<file path="config.mk">
export PLATFORM = sky130hd
export DESIGN_NAME = cpu_job_sequencer
export DESIGN_NICKNAME = d
export VERILOG_FILES = /design/src/rtl/cpu_job_sequencer.sv
export SDC_FILE = /design/constraint.sdc
export NUM_CORES = 1
export LEC_CHECK = 0
export CAP_MARGIN = 0
export CORE_MARGIN = 1.5
export CORE_UTILIZATION = 51
export DETAILED_ROUTE_END_ITERATION = 8
export PLACE_DENSITY = 0.8
export SLEW_MARGIN = 20
export SYNTH_ARGS = -nofsm -noshare
export SYNTH_HDL_FRONTEND = slang
export SYNTH_SLANG_ARGS = --single-unit
</file>
<file path="constraint.sdc">
create_clock -name clk -period 2.7 [get_ports clk]
set_clock_uncertainty 0.15 [all_clocks]
set_input_delay 0.405 -clock clk [delete_from_list [all_inputs] [get_ports clk]]
set_output_delay 0.405 -clock clk [all_outputs]
set_load 0.03 [all_outputs]
</file>
<file path="src/rtl/cpu_job_sequencer.sv">
// Job sequencer for the a*b*c program CPU: loads operands into data memory, runs the CPU,
// collects the 16-bit product from words 4/5 and returns it on a valid/ready result port.
module cpu_job_sequencer #(
  parameter int unsigned DW      = 8,
  parameter int unsigned AW      = 8,
  parameter int unsigned TIMEOUT = 4096
) (
  input  logic          clk,
  input  logic          reset,
  input  logic          job_valid,
  output logic          job_ready,
  input  logic [DW-1:0] job_a,
  input  logic [DW-1:0] job_b,
  input  logic [DW-1:0] job_c,
  output logic          res_valid,
  input  logic          res_ready,
  output logic [15:0]   res_prod,
  output logic          res_timeout,
  output logic          busy,
  output logic          cpu_reset,
  input  logic          cpu_done,
  output logic          dm_we,
  output logic [AW-1:0] dm_addr,
  output logic [DW-1:0] dm_wdata,
  input  logic [DW-1:0] dm_rdata
);

  localparam int unsigned CW = (TIMEOUT > 2) ? $clog2(TIMEOUT) : 1;

  localparam logic [AW-1:0] AddrA  = AW'(1);
  localparam logic [AW-1:0] AddrB  = AW'(2);
  localparam logic [AW-1:0] AddrC  = AW'(3);
  localparam logic [AW-1:0] AddrHi = AW'(4);
  localparam logic [AW-1:0] AddrLo = AW'(5);
  localparam logic [CW-1:0] CntLast = CW'(TIMEOUT - 1);

  typedef enum logic [3:0] {
    StIdle,
    StWrA,
    StWrB,
    StWrC,
    StRun,
    StRdHi,
    StRdLo,
    StRdWt,
    StResp
  } state_e;

  state_e        state;
  logic [DW-1:0] b_q;
  logic [DW-1:0] c_q;
  logic [CW-1:0] run_cnt;
  logic [7:0]    prod_hi;
  logic [7:0]    rd_byte;

  // Product bytes are always 8 bits wide regardless of the memory word width.
  assign rd_byte = 8'(dm_rdata);

  always_ff @(posedge clk or negedge reset) begin
    if (!reset) begin
      state       <= StIdle;
      job_ready   <= 1'b1;
      res_valid   <= 1'b0;
      res_prod    <= 16'h0000;
      res_timeout <= 1'b0;
      busy        <= 1'b0;
      cpu_reset   <= 1'b1;
      dm_we       <= 1'b0;
      dm_addr     <= '0;
      dm_wdata    <= '0;
      b_q         <= '0;
      c_q         <= '0;
      run_cnt     <= '0;
      prod_hi     <= 8'h00;
    end else begin
      unique case (state)
        StIdle: begin
          if (job_valid && job_ready) begin
            // Operand a goes straight to the write-data register; b and c wait their turn.
            state     <= StWrA;
            job_ready <= 1'b0;
            busy      <= 1'b1;
            dm_we     <= 1'b1;
            dm_addr   <= AddrA;
            dm_wdata  <= job_a;
            b_q       <= job_b;
            c_q       <= job_c;
          end
        end
        StWrA: begin
          state    <= StWrB;
          dm_addr  <= AddrB;
          dm_wdata <= b_q;
        end
        StWrB: begin
          state    <= StWrC;
          dm_addr  <= AddrC;
          dm_wdata <= c_q;
        end
        StWrC: begin
          state     <= StRun;
          dm_we     <= 1'b0;
          dm_addr   <= '0;
          dm_wdata  <= '0;
          cpu_reset <= 1'b0;
          run_cnt   <= '0;
        end
        StRun: begin
          run_cnt <= run_cnt + CW'(1);
          // A done in the first RUN cycle may be stale from the previous job, so skip it.
          if (cpu_done && (run_cnt != '0)) begin
            state     <= StRdHi;
            cpu_reset <= 1'b1;
            dm_addr   <= AddrHi;
          end else if (run_cnt == CntLast) begin
            state       <= StResp;
            cpu_reset   <= 1'b1;
            res_valid   <= 1'b1;
            res_prod    <= 16'h0000;
            res_timeout <= 1'b1;
          end
        end
        StRdHi: begin
          state   <= StRdLo;
          dm_addr <= AddrLo;
        end
        StRdLo: begin
          state   <= StRdWt;
          prod_hi <= rd_byte;
          dm_addr <= '0;
        end
        StRdWt: begin
          state       <= StResp;
          res_valid   <= 1'b1;
          res_prod    <= {prod_hi, rd_byte};
          res_timeout <= 1'b0;
        end
        StResp: begin
          if (res_ready) begin
            state     <= StIdle;
            res_valid <= 1'b0;
            job_ready <= 1'b1;
            busy      <= 1'b0;
          end
        end
        default: begin
          state     <= StIdle;
          job_ready <= 1'b1;
          res_valid <= 1'b0;
          busy      <= 1'b0;
          cpu_reset <= 1'b1;
          dm_we     <= 1'b0;
        end
      endcase
    end
  end

endmodule

</file>
After elaboration in Yosys (flattened, before gate mapping)
Index checks and enable logic that the tools add are counted.
Widths: inputs -> output; s select.
{ "word_totals": {"ff_bits": 78, "out_inout_bits": 38} }
{ "classes": {"n_addsub": 1, "n_eq_ne": 15, "n_mux": 27, "n_bitwise": 4, "n_reduce_logical": 22} }
{ "ops": {"columns": ["op", "n"], "rows": [
  ["$pmux 8 s6", 1],
  ["$pmux 4 s9", 1],
  ["$mux 16", 2],
  ["$pmux 16 s2", 1],
  ["$pmux 8 s4", 1],
  ["$mux 8", 3],
  ["$pmux 12 s2", 1],
  ["$reduce_or 7->1", 3],
  ["$eq 4x3->1 const B", 4],
  ["$mux 4", 4],
  ["$add 12x1->12 const B", 1],
  ["$eq 12x12->1 const B", 1],
  ["$reduce_and 3->1", 4],
  ["$reduce_bool 12->1", 1],
  ["$ne 2x2->1 const B", 5],
  ["$pmux 1 s3", 3],
  ["$eq 4x2->1 const B", 2],
  ["$reduce_and 2->1", 4],
  ["$mux 1", 7],
  ["$reduce_bool 6->1", 1],
  ["$reduce_or 6->1", 1],
  ["$eq 4x1->1 const B", 1],
  ["$eq 4x4->1 const B", 1],
  ["$logic_not 4->1", 1],
  ["9 further kinds", 15]
]} }

Logic depth before layout (Yosys ltp)
Gate-level depths: netlist (run 1).
{ "depth": {"word_depth": 4, "depth_mapped": 8} }

Least setup slack after synthesis (run 1)
No wires, ideal clock.
{ "synth_timing": {"kind": "flip-flop to flip-flop", "from": "reg run_cnt[0]", "to": "reg dm_addr[0]", "setup_ns": 0.125, "t_arrival_ns": 1.894, "setup_slack_ns": 0.531, "stages_incl_launch_ff": 7, "path_buffers": 0, "synth_period_minus_slack_ns": 2.169, "path_cell_list": "dfrtp_1 > inv_1 > ha_1 > or4b_4 > o31a_1 > o211ai_2 > mux2_2"} }
{ "synth_between": {"elab_chain_cells": 4} }
{ "synth_lines": {"columns": ["element", "line_no", "rtl"], "rows": [
  ["from (decl)", "52", "logic [CW-1:0] run_cnt;"],
  ["from (signal assigned)", "109", "run_cnt <= run_cnt + CW'(1);"],
  ["$reduce_bool 12->1", "111", "if (cpu_done && (run_cnt != '0)) begin"],
  ["$logic_and 1x1->1", "111", null],
  ["$ne 2x2->1 (no source line)", null, null],
  ["$reduce_and 3->1 (no source line)", null, null],
  ["to (signal assigned)", "97", "dm_addr <= AddrC;"],
  ["to (signal assigned)", "114", "dm_addr <= AddrHi;"],
  ["to (signal assigned)", "125", "dm_addr <= AddrLo;"],
  ["to (decl)", "23", "output logic [AW-1:0] dm_addr,"]
]} }
No other way between the ends.
A chain may end at the register's enable or synchronous reset.

Worst setup path after layout (run 1)
Ends and elaborated chain as after synthesis.

==> results of run 1 <==
-- report_power, final --
part           internal, W  total [W]  leakage, nW  switching [W]
clock             0.000638    0.00104        0.120       0.000400
combinational      0.00129    0.00274        0.920        0.00145
sequential         0.00158    0.00193        0.906       0.000347
total              0.00351    0.00571         1.95        0.00220
-- layer usage --
| layer | vias to the layer above | wire length, um |
|---|---|---|
| met5 | - | 0 |
| met4 | 0 | 127 |
| met3 | 11 | 330 |
| met2 | 82 | 3599 |
| met1 | 1293 | 3524 |
| li1 | 1242 | - |
-- critical path: stages (launching register included) --
cell      delay [ps]
dfrtp_1          420
inv_1             70
ha_1             140
or4b_4           490
o31a_1           350
o211ai_2         220
mux2_2           360
-- cell type report --
type                       instances  area, sq um  share of cell area [%]
sequential                        73         1829                   41.08
multi-input combinational        206         1478                   33.18
timing repair buffer              79        775.7                   17.42
clock buffer                      11        141.4                   3.175
clock inverter                     5        102.6                   2.304
tap                               77        96.34                   2.164
inverter                           8        30.03                  0.6743
-- worst paths after layout --
kind	depth (start not counted)	slack (ps)	endpoint	start
setup / recovery	6	400	dm_addr[0]$_DFFE_PN0P_	run_cnt[0]$_DFFE_PN0P_
hold / removal	2	340	dm_wdata[5]$_DFFE_PN0P_	dm_wdata[5]$_DFFE_PN0P_
setup reg to reg	6	400	dm_addr[0]$_DFFE_PN0P_	run_cnt[0]$_DFFE_PN0P_
hold reg to reg	2	340	dm_wdata[5]$_DFFE_PN0P_	dm_wdata[5]$_DFFE_PN0P_
max in group asynchronous	3	1570	job_ready$_DFFE_PN1P_	reset
min in group asynchronous	3	450	res_prod[1]$_DFFE_PN0P_	reset
-- cells in the mapped netlist (all sizes together) (5+ instances only) --
cell type,count
nand4,5
mux2,26
nor2b,10
clkbuf,12
inv,8
nor2,10
a22o,19
o21ai,23
nand2,20
o22ai,11
a21oi,15
dfrtp,71
nand2b,11
buf,12
nand3,5
-- stage by stage --
stage                     util (%)  power, W  hold slack [ps]  area [sq um]
final                        68.95  0.005706            341.3          4453
after global routing         68.95  0.006065            358.0          4453
after CTS                    68.95  0.005726            346.6          4453
after detailed placement     65.01  0.004680            313.3          4199
after global placement       65.01  0.004583            310.3          4199
after floorplan                  -  0.003826           -40.59          3486
-- what timing repair did --
action / CTS / global route
hold buffers: 1 / 0
hold endpoints to repair: 71 / 0
endpoints found under the setup margin: 0 / 0
-- cells in the final DEF (no fill, tap or decap), types with 2 or more instances in the layout --
master / count
dfstp_2: 2
nand3_1: 5
o22ai_1: 11
a21oi_1: 15
clkbuf_8: 10
conb_1: 5
a22o_1: 19
o21a_1: 2
clkdlybuf4s50_1: 68
ha_1: 2
and2_1: 3
nand4_1: 5
o31ai_1: 3
mux2i_1: 2
o21ai_0: 23
nor2b_1: 10
bufinv_16: 3
mux2_4: 9
inv_1: 8
or2_2: 2
nor2_1: 10
buf_4: 8
dfrtp_1: 71
nand2_1: 20
or4_1: 2
nor3_1: 3
o211ai_1: 2
mux2_2: 17
or3_1: 3
nand2b_1: 11
-- cell families (layout without fill, tap and decap cells) --
group | count (synthesis) | in the layout
compound gates | 86 | 86
simple gates | 83 | 83
flops | 73 | 73
buf+inv | 32 | 103
mux | 28 | 28
fa+ha+maj | 2 | 2
xor+xnor | 2 | 2
other cells | 1 | 5
-- registers in the layout, indices dropped and copies added, names as in the netlist --
register and flops:
res_prod 16, cpu_reset 1, c_q 8, b_q 8
dm_we 1, state 4, dm_wdata 8, res_timeout 1
run_cnt 12, busy 1, job_ready 1, dm_addr 3
prod_hi 8, res_valid 1
==> results.yml, run 1 <==
power_and_ir_drop:
  ir_drop_uv: 635.8
  p_leak_nw: 1.946
  powerDensity_nw_per_um2: 1281
timing:
  fin_crit_sh_pct: 85.20
  setup_tns_ps: 0
  slew_headroom_pct: 66.04
  post-route-min-period_ps: 2300
  setup_viol: 0
  hold_viol_final: 0
  worst_pin_slew_ps: 509.4
  slew_violations: 0
  rsz0062_at_grt: "false"
  fin_ws_ps: 399.6
  timing.fmax_mhz: 434.7
run_status:
  violations: "DRC"
  status: "finished, violations left"
cells_and_area:
  antenna_cells: 0
  n_fill_cell: 490
  layout-drive-gt1-share_pct: 16.23
  stdcell_count: 459
  nets: 416
  synthToLayoutAreaGrowth_pct: 28.30
global_route:
  grt_pass1_wl_um: 12690
  track_usage_pct: 22.36
  grt.met1_usage_pct: 31.52
  grtUsageMet3_pct: 4.042
  grt_pass1_vias: 2607
  grt_antenna_before_repair: 0
  gr-total-overflow: 0
  grt_busiest_layer: "met2"
  grt_max_degree: 74
  grt_use_met2_pct: 34.43
worst_setup_path:
  critPathKind: "reg -> reg"
  critPathArrivalTime_ps: 2380
  cp.required_ps: 2780
  path_max_fanout: 5
  start_kind: "register"
  end_kind: "register"
routing:
  ant_nets: 0
  first_pass_iters: 6
  via_per_inst: 5.725
  routedWlPerCell_um: 16.52
  drc_errors: 6
  dr.first_iter.drc_count: 175
  vias: 2628
  finalWirelength_um: 7581
logic_synthesis:
  ys_seq_area_share_pct: 52.70
  synth_simple_gate_area_share_pct: 13.59
  async_flop_share_pct: 100.0
  synth.top_cell.area_share_pct: 51.19
  synth_xor_area_share_pct: 0.5047
  synthAdderAreaFrac_pct: 0.7210
  synth_top_family_by_area: "compound AO/OA/AOI/OAI gates"
  ys_types: 52
  synthMuxAreaShare_pct: 9.986
  ys.flop_type: "dfrtp_1"
  synth_top_cell_by_area: "dfrtp_1"
  yosys_warnings: 0
  synthesis.instances: 307
  ys_ff_latch: 73
  synth-compound-area-share_pct: 17.23
  synth_enable_flop_cells: 0
  synth.area.top_cells: "dfrtp_1, mux2_2, a22o_1"
  syn_avg_cell_area_sq_um: 11.31
  synth_area_sq_um: 3471
floorplanning:
  pin_count: 75
  rows: 29
  dieWidth_um: 85.50
  core_sq_um: 6459
  start_util_pct: 53.74
  die_area_sq_um: 7309
  chipHeight_um: 85.50
clock_network:
  post_cts_resize_count: 0
  cts.root.buffer_cell: "clkbuf_8"
  post_cts_buffers: 0
  numCtsBuffers: 9
  clk_pin_slew_ps: 80
  cts.path.max_buffers: 2
  cts_num_sinks: 73
  htreeDepth: 3
  clk_latency_ps: 340
  cts_tree: "done"
placed_design:
  place_ws_ps: 429.4
  port_buffers: 69
  hpwl_um: 5276
  placed_cells: 442
  gp_congestion: 0.8254
flow_run:
  max-cap-violations: 0
hold_path:
  hold_path.class: "reg -> reg"
Power figures use the tool's default switching activity.
==> inputs of run 2 (changes only) <==
--- a/config.mk
+++ b/config.mk
@@ -9,6 +9,7 @@
 export CORE_MARGIN = 1.5
 export CORE_UTILIZATION = 51
 export DETAILED_ROUTE_END_ITERATION = 8
+export MAX_ROUTING_LAYER = met4
 export PLACE_DENSITY = 0.8
 export SLEW_MARGIN = 20
 export SYNTH_ARGS = -nofsm -noshare
==> results.yml, run 2 (synthesized netlist as in run 1, its figures left out) <==
cells_and_area:
  n_fill_cell: 490
  synthToLayoutAreaGrowth_pct: 28.30
  top_register: "res_prod"
  largest_reg_flops: 16
  antenna_cells: 0
  nets: 416
  final_cell_mix: "dfrtp_1, clkdlybuf4s50_1, o21ai_0"
  mostFrequentLayoutCell: "dfrtp_1"
  layout-drive-gt1-share_pct: 16.23
  reg.largest.list: "res_prod x16, run_cnt x12"
worst_setup_path:
  critical_path.top_delay_family: "compound AO/OA/AOI/OAI gates"
  crit_path_top_delay_cell: "or4b_4"
  worstReg2RegStart: "run_cnt[0]$_DFFE_PN0P_"
  worstRegToRegCells: 6
  path_cells: "inv_1, ha_1, or4b_4, o31a_1, o211ai_2, mux2_2"
  path_max_fanout: 5
  start_kind: "register"
  r2r-end: "dm_addr[0]$_DFFE_PN0P_"
  endpoint: "dm_addr[0]$_DFFE_PN0P_"
  critPathArrivalTime_ps: 2390
  critPathKind: "reg -> reg"
  crit_path_start: "run_cnt[0]$_DFFE_PN0P_"
  ff2ff_setup_slack_ps: 400
  critical-path-max-stage-delay_ps: 490
  cp.depth: 6
  cp_num_buf_inv: 1
  cp.required_ps: 2780
  end_kind: "register"
global_route:
  grt_antenna_before_repair: 0
  track_usage_pct: 23.12
  grt_max_degree: 74
  grt_pass1_vias: 2608
  grt_pass1_wl_um: 12730
  gr-total-overflow: 0
hold_path:
  min_from: "dm_wdata[5]$_DFFE_PN0P_"
  hold_path.class: "reg -> reg"
floorplanning:
  rows: 29
  dieWidth_um: 85.50
  pin_count: 75
  start_util_pct: 53.74
  die_area_sq_um: 7309
  core_sq_um: 6459
  chipHeight_um: 85.50
clock_network:
  clk_latency_ps: 340
  cts_num_sinks: 73
  cts_tree: "done"
  numCtsBuffers: 9
  clk_pin_slew_ps: 80
  htreeDepth: 3
  cts.root.buffer_cell: "clkbuf_8"
  cts.path.max_buffers: 2
  post_cts_buffers: 0
flow_run:
  max-cap-violations: 0
timing:
  rsz0062_at_grt: "false"
  fin_crit_sh_pct: 85.30
  timing.fmax_mhz: 434.2
  slew_violations: 0
  hold_viol_final: 0
  fin_ws_ps: 397.0
  slew_headroom_pct: 65.95
  setup_tns_ps: 0
  post-route-min-period_ps: 2303
  worst_pin_slew_ps: 510.7
  setup_viol: 0
power_and_ir_drop:
  p_leak_nw: 1.946
  powerDensity_nw_per_um2: 1282
  ir_drop_uv: 636.1
routing:
  vias: 2633
  finalWirelength_um: 7643
  routedWlPerCell_um: 16.65
  drc_errors: 6
  ant_nets: 0
  dr.first_iter.drc_count: 157
  via_per_inst: 5.736
  first_pass_iters: 6
placed_design:
  hpwl_um: 5276
  place_ws_ps: 429.4
  port_buffers: 69
  gp_congestion: 0.8379
run_status:
  violations: "DRC"
  status: "finished, violations left"
run 2: cell counts in the layout (fill, tap and decap cells not counted):
No cell type changed its count.
run 2: layout make-up:
type / count / area, sq um / share of cell area, %
multi-input combinational: 206 / 1478 / 33.18
clock inverter: 5 / 102.6 / 2.304
timing repair buffer: 79 / 775.7 / 17.42
sequential: 73 / 1829 / 41.08
clock buffer: 11 / 141.4 / 3.175
tap: 77 / 96.34 / 2.164
inverter: 8 / 30.03 / 0.6743
run 2: layer usage:
metal  global-route usage, %  up-vias  share of wire [%]
li1                        -     1241                  -
met1                   31.90     1287                 46
met2                   34.43       94                 47
met3                   3.850       11                5.0
met4                   9.238        0                1.6
met5                       -        -                  0
run 2: what timing repair did:
action,CTS,global route
hold endpoints to repair,71,0
resized for setup,0,0
hold buffers,1,0
setup endpoints to repair,0,0
run 2: how the worst min path moves through the flow:
stage / cells after the start / end / slack [ps]
global placement: 2 / res_prod[9]$_DFFE_PN0P_ / 310
finish: 2 / dm_wdata[5]$_DFFE_PN0P_ / 340
detailed placement: 2 / res_prod[9]$_DFFE_PN0P_ / 310
global route: 2 / dm_wdata[5]$_DFFE_PN0P_ / 360
floorplan: 0 / b_q[0]$_DFFE_PN0P_ / -40
CTS: 2 / dm_wdata[4]$_DFFE_PN0P_ / 350
run 2: worst min-delay path: stages, from the launching register on:
cell and delay, ps:
dfrtp_1 350, nand2_1 50, o21ai_0 60
run 2: power breakdown:
part	leakage, nW	total, W	internal (W)	switching [W]
Combinational	0.920	0.00274	0.00129	0.00145
Sequential	0.906	0.00193	0.00158	0.000348
Clock	0.120	0.00104	0.000638	0.000400
Total	1.95	0.00571	0.00351	0.00220
run 2: stage by stage:
stage | util (%) | hold WS [ps] | cells | power (W) | area [sq um]
floorplan | - | -40.59 | 311 | 0.003826 | 3486
global placement | 65.01 | 310.3 | 442 | 0.004583 | 4199
detailed placement | 65.01 | 313.3 | 442 | 0.004680 | 4199
CTS | 68.95 | 346.6 | 459 | 0.005726 | 4453
global route | 68.95 | 358.0 | 459 | 0.006065 | 4453
finish | 68.95 | 341.3 | 459 | 0.005710 | 4453
==> inputs of run 3 (changes only) <==
==> constraint.sdc (replaced) <==
create_clock -name clk -period 2.3 [get_ports clk]
set_clock_uncertainty 0.15 [all_clocks]
set_input_delay 0.345 -clock clk [delete_from_list [all_inputs] [get_ports clk]]
set_output_delay 0.345 -clock clk [all_outputs]
set_load 0.03 [all_outputs]
==> results.yml, run 3 (synthesized netlist as in run 1, its figures left out) <==
worst_setup_path:
  r2r-end: "dm_addr[2]$_DFFE_PN0P_"
  start_kind: "register"
  crit_path_top_delay_cell: "or4_4"
  end_kind: "register"
  critPathArrivalTime_ps: 2310
  path_cells: "or4_4, o31a_1, o211ai_2, mux2_2"
  worstReg2RegStart: "run_cnt[8]$_DFFE_PN0P_"
  ff2ff_setup_slack_ps: 70
  crit_path_start: "run_cnt[8]$_DFFE_PN0P_"
  critPathKind: "reg -> reg"
  endpoint: "dm_addr[2]$_DFFE_PN0P_"
  worstRegToRegCells: 4
  cp.required_ps: 2380
  critical-path-max-stage-delay_ps: 570
  path_max_fanout: 5
power_and_ir_drop:
  combPwrFrac_pct: 49.2
  p_leak_nw: 2.012
  p_sw_share_pct: 37.74
  powerDensity_nw_per_um2: 1521
  p_int_w: 0.004326
  ir_drop_uv: 889.6
  p_total_w: 0.006948
  clkPwrFrac_pct: 19.0
  p_sw_w: 0.002622
  p_seq_share_pct: 31.8
flow_run:
  max-cap-violations: 0
cells_and_area:
  final_cell_mix: "dfrtp_1, clkdlybuf4s50_1, o21ai_0"
  design_area_sq_um: 4568
  largest_reg_flops: 16
  mostFrequentLayoutCell: "dfrtp_1"
  nets: 428
  synthToLayoutAreaGrowth_pct: 31.61
  layout-drive-gt1-share_pct: 19.08
  top_register: "res_prod"
  reg.largest.list: "res_prod x16, run_cnt x12"
  antenna_cells: 0
  finalCoreUtilization_pct: 70.73
global_route:
  grt_pass1_wl_um: 12850
  grt_pass1_vias: 2621
  gr-total-overflow: 0
  grt_antenna_before_repair: 0
  track_usage_pct: 23.41
  grt_max_degree: 74
routing:
  drc_errors: 6
  routedWlPerCell_um: 16.42
  first_pass_iters: 6
  via_per_inst: 5.623
  finalWirelength_um: 7719
  dr.first_iter.drc_count: 150
  ant_nets: 0
  vias: 2643
floorplanning:
  die_area_sq_um: 7309
  chipHeight_um: 85.50
  pin_count: 75
  rows: 29
  start_util_pct: 53.74
  core_sq_um: 6459
  dieWidth_um: 85.50
run_status:
  status: "finished, violations left"
  violations: "DRC"
placed_design:
  placed_area_sq_um: 4282
  port_buffers: 69
  hpwl_um: 5322
  gp_congestion: 0.8761
timing:
  setup_viol: 0
  slew_headroom_pct: 64.40
  hold_viol_final: 0
  timing.fmax_mhz: 449.2
  post-route-min-period_ps: 2226
  worst_pin_slew_ps: 534.1
  rsz0062_at_grt: "true"
  slew_violations: 0
  fin_crit_sh_pct: 96.80
clock_network:
  cts_num_sinks: 73
  clk_pin_slew_ps: 80
  htreeDepth: 3
  cts.root.buffer_cell: "clkbuf_8"
  cts_tree: "done"
  numCtsBuffers: 9
  cts.path.max_buffers: 2
  clk_latency_ps: 350
hold_path:
  hold_path.class: "reg -> reg"
  hold_depth: 2
==> run 3: cell count changes in the layout (fill, tap and decap cells not counted) <==
cell / before / now
bufinv_16: 3 / 4
clkinv_2: 1 / 0
or4_1: 2 / 1
buf_4: 8 / 20
or4_4: 0 / 1
clkbuf_1: 1 / 0
==> run 3: timing repair <==
action                                  CTS  global route
resized for setup                         0             1
hold buffers                              1             0
endpoints found under the setup margin    0             3
buffers inserted                          0             1
endpoints found under the hold margin    71             0
==> run 3: power groups by stage <==
stage	Sequential (W)	Clock, W	Combinational, W
after floorplan	0.00267	0	0.00182
after detailed placement	0.00223	0	0.00337
after global placement	0.00221	0	0.00329
after CTS	0.00221	0.00134	0.00341
after global routing	0.00228	0.00139	0.00369
final	0.00221	0.00132	0.00342
==> run 3: critical path, delay by kind of cell (launching register included) <==
kind	cells	cell delay, ps
AOI/OAI and AO/OA	2	600
DFF	1	430
muxes	1	360
and+or+nand+nor	1	570
==> run 3: worst min-delay path by stage <==
stage	from	to
global placement	reset	res_prod[1]$_DFFE_PN0P_
global route	res_prod[4]$_DFFE_PN0P_	res_prod[4]$_DFFE_PN0P_
finish	dm_wdata[4]$_DFFE_PN0P_	dm_wdata[4]$_DFFE_PN0P_
floorplan	reset	b_q[0]$_DFFE_PN0P_
detailed placement	reset	res_prod[9]$_DFFE_PN0P_
CTS	dm_wdata[1]$_DFFE_PN0P_	dm_wdata[1]$_DFFE_PN0P_
==> run 3: cell type report <==
type                    instances  area (sq um)
clock buffers                  10         137.6
clock inverters                 5         127.6
fillers                       462          1891
inverters                       8         30.03
multi-input cells             206          1481
flip-flops and latches         73          1829
well taps                      77         96.34
repair buffers                 91         865.8
==> run 3: metrics by stage <==
step | hold WS (ps) | TNS, ps | instances | setup slack (ps)
after floorplan | -100.6 | 0 | 311 | 131.3
after global placement | 249.1 | 0 | 453 | 83.86
after CTS | 352.4 | 0 | 469 | 20.29
after global routing | 364.8 | -36.07 | 470 | -18.80
after detailed placement | 246.1 | 0 | 453 | 42.14
final | 350.3 | 0 | 470 | 73.58
==> run 3: routing by layer <==
metal	track usage (%)	up-vias	wire, um
met3	3.272	12	379
met4	10.26	0	147
met1	31.86	1286	3516
met2	35.36	77	3675
li1	-	1268	-
met5	-	-	0
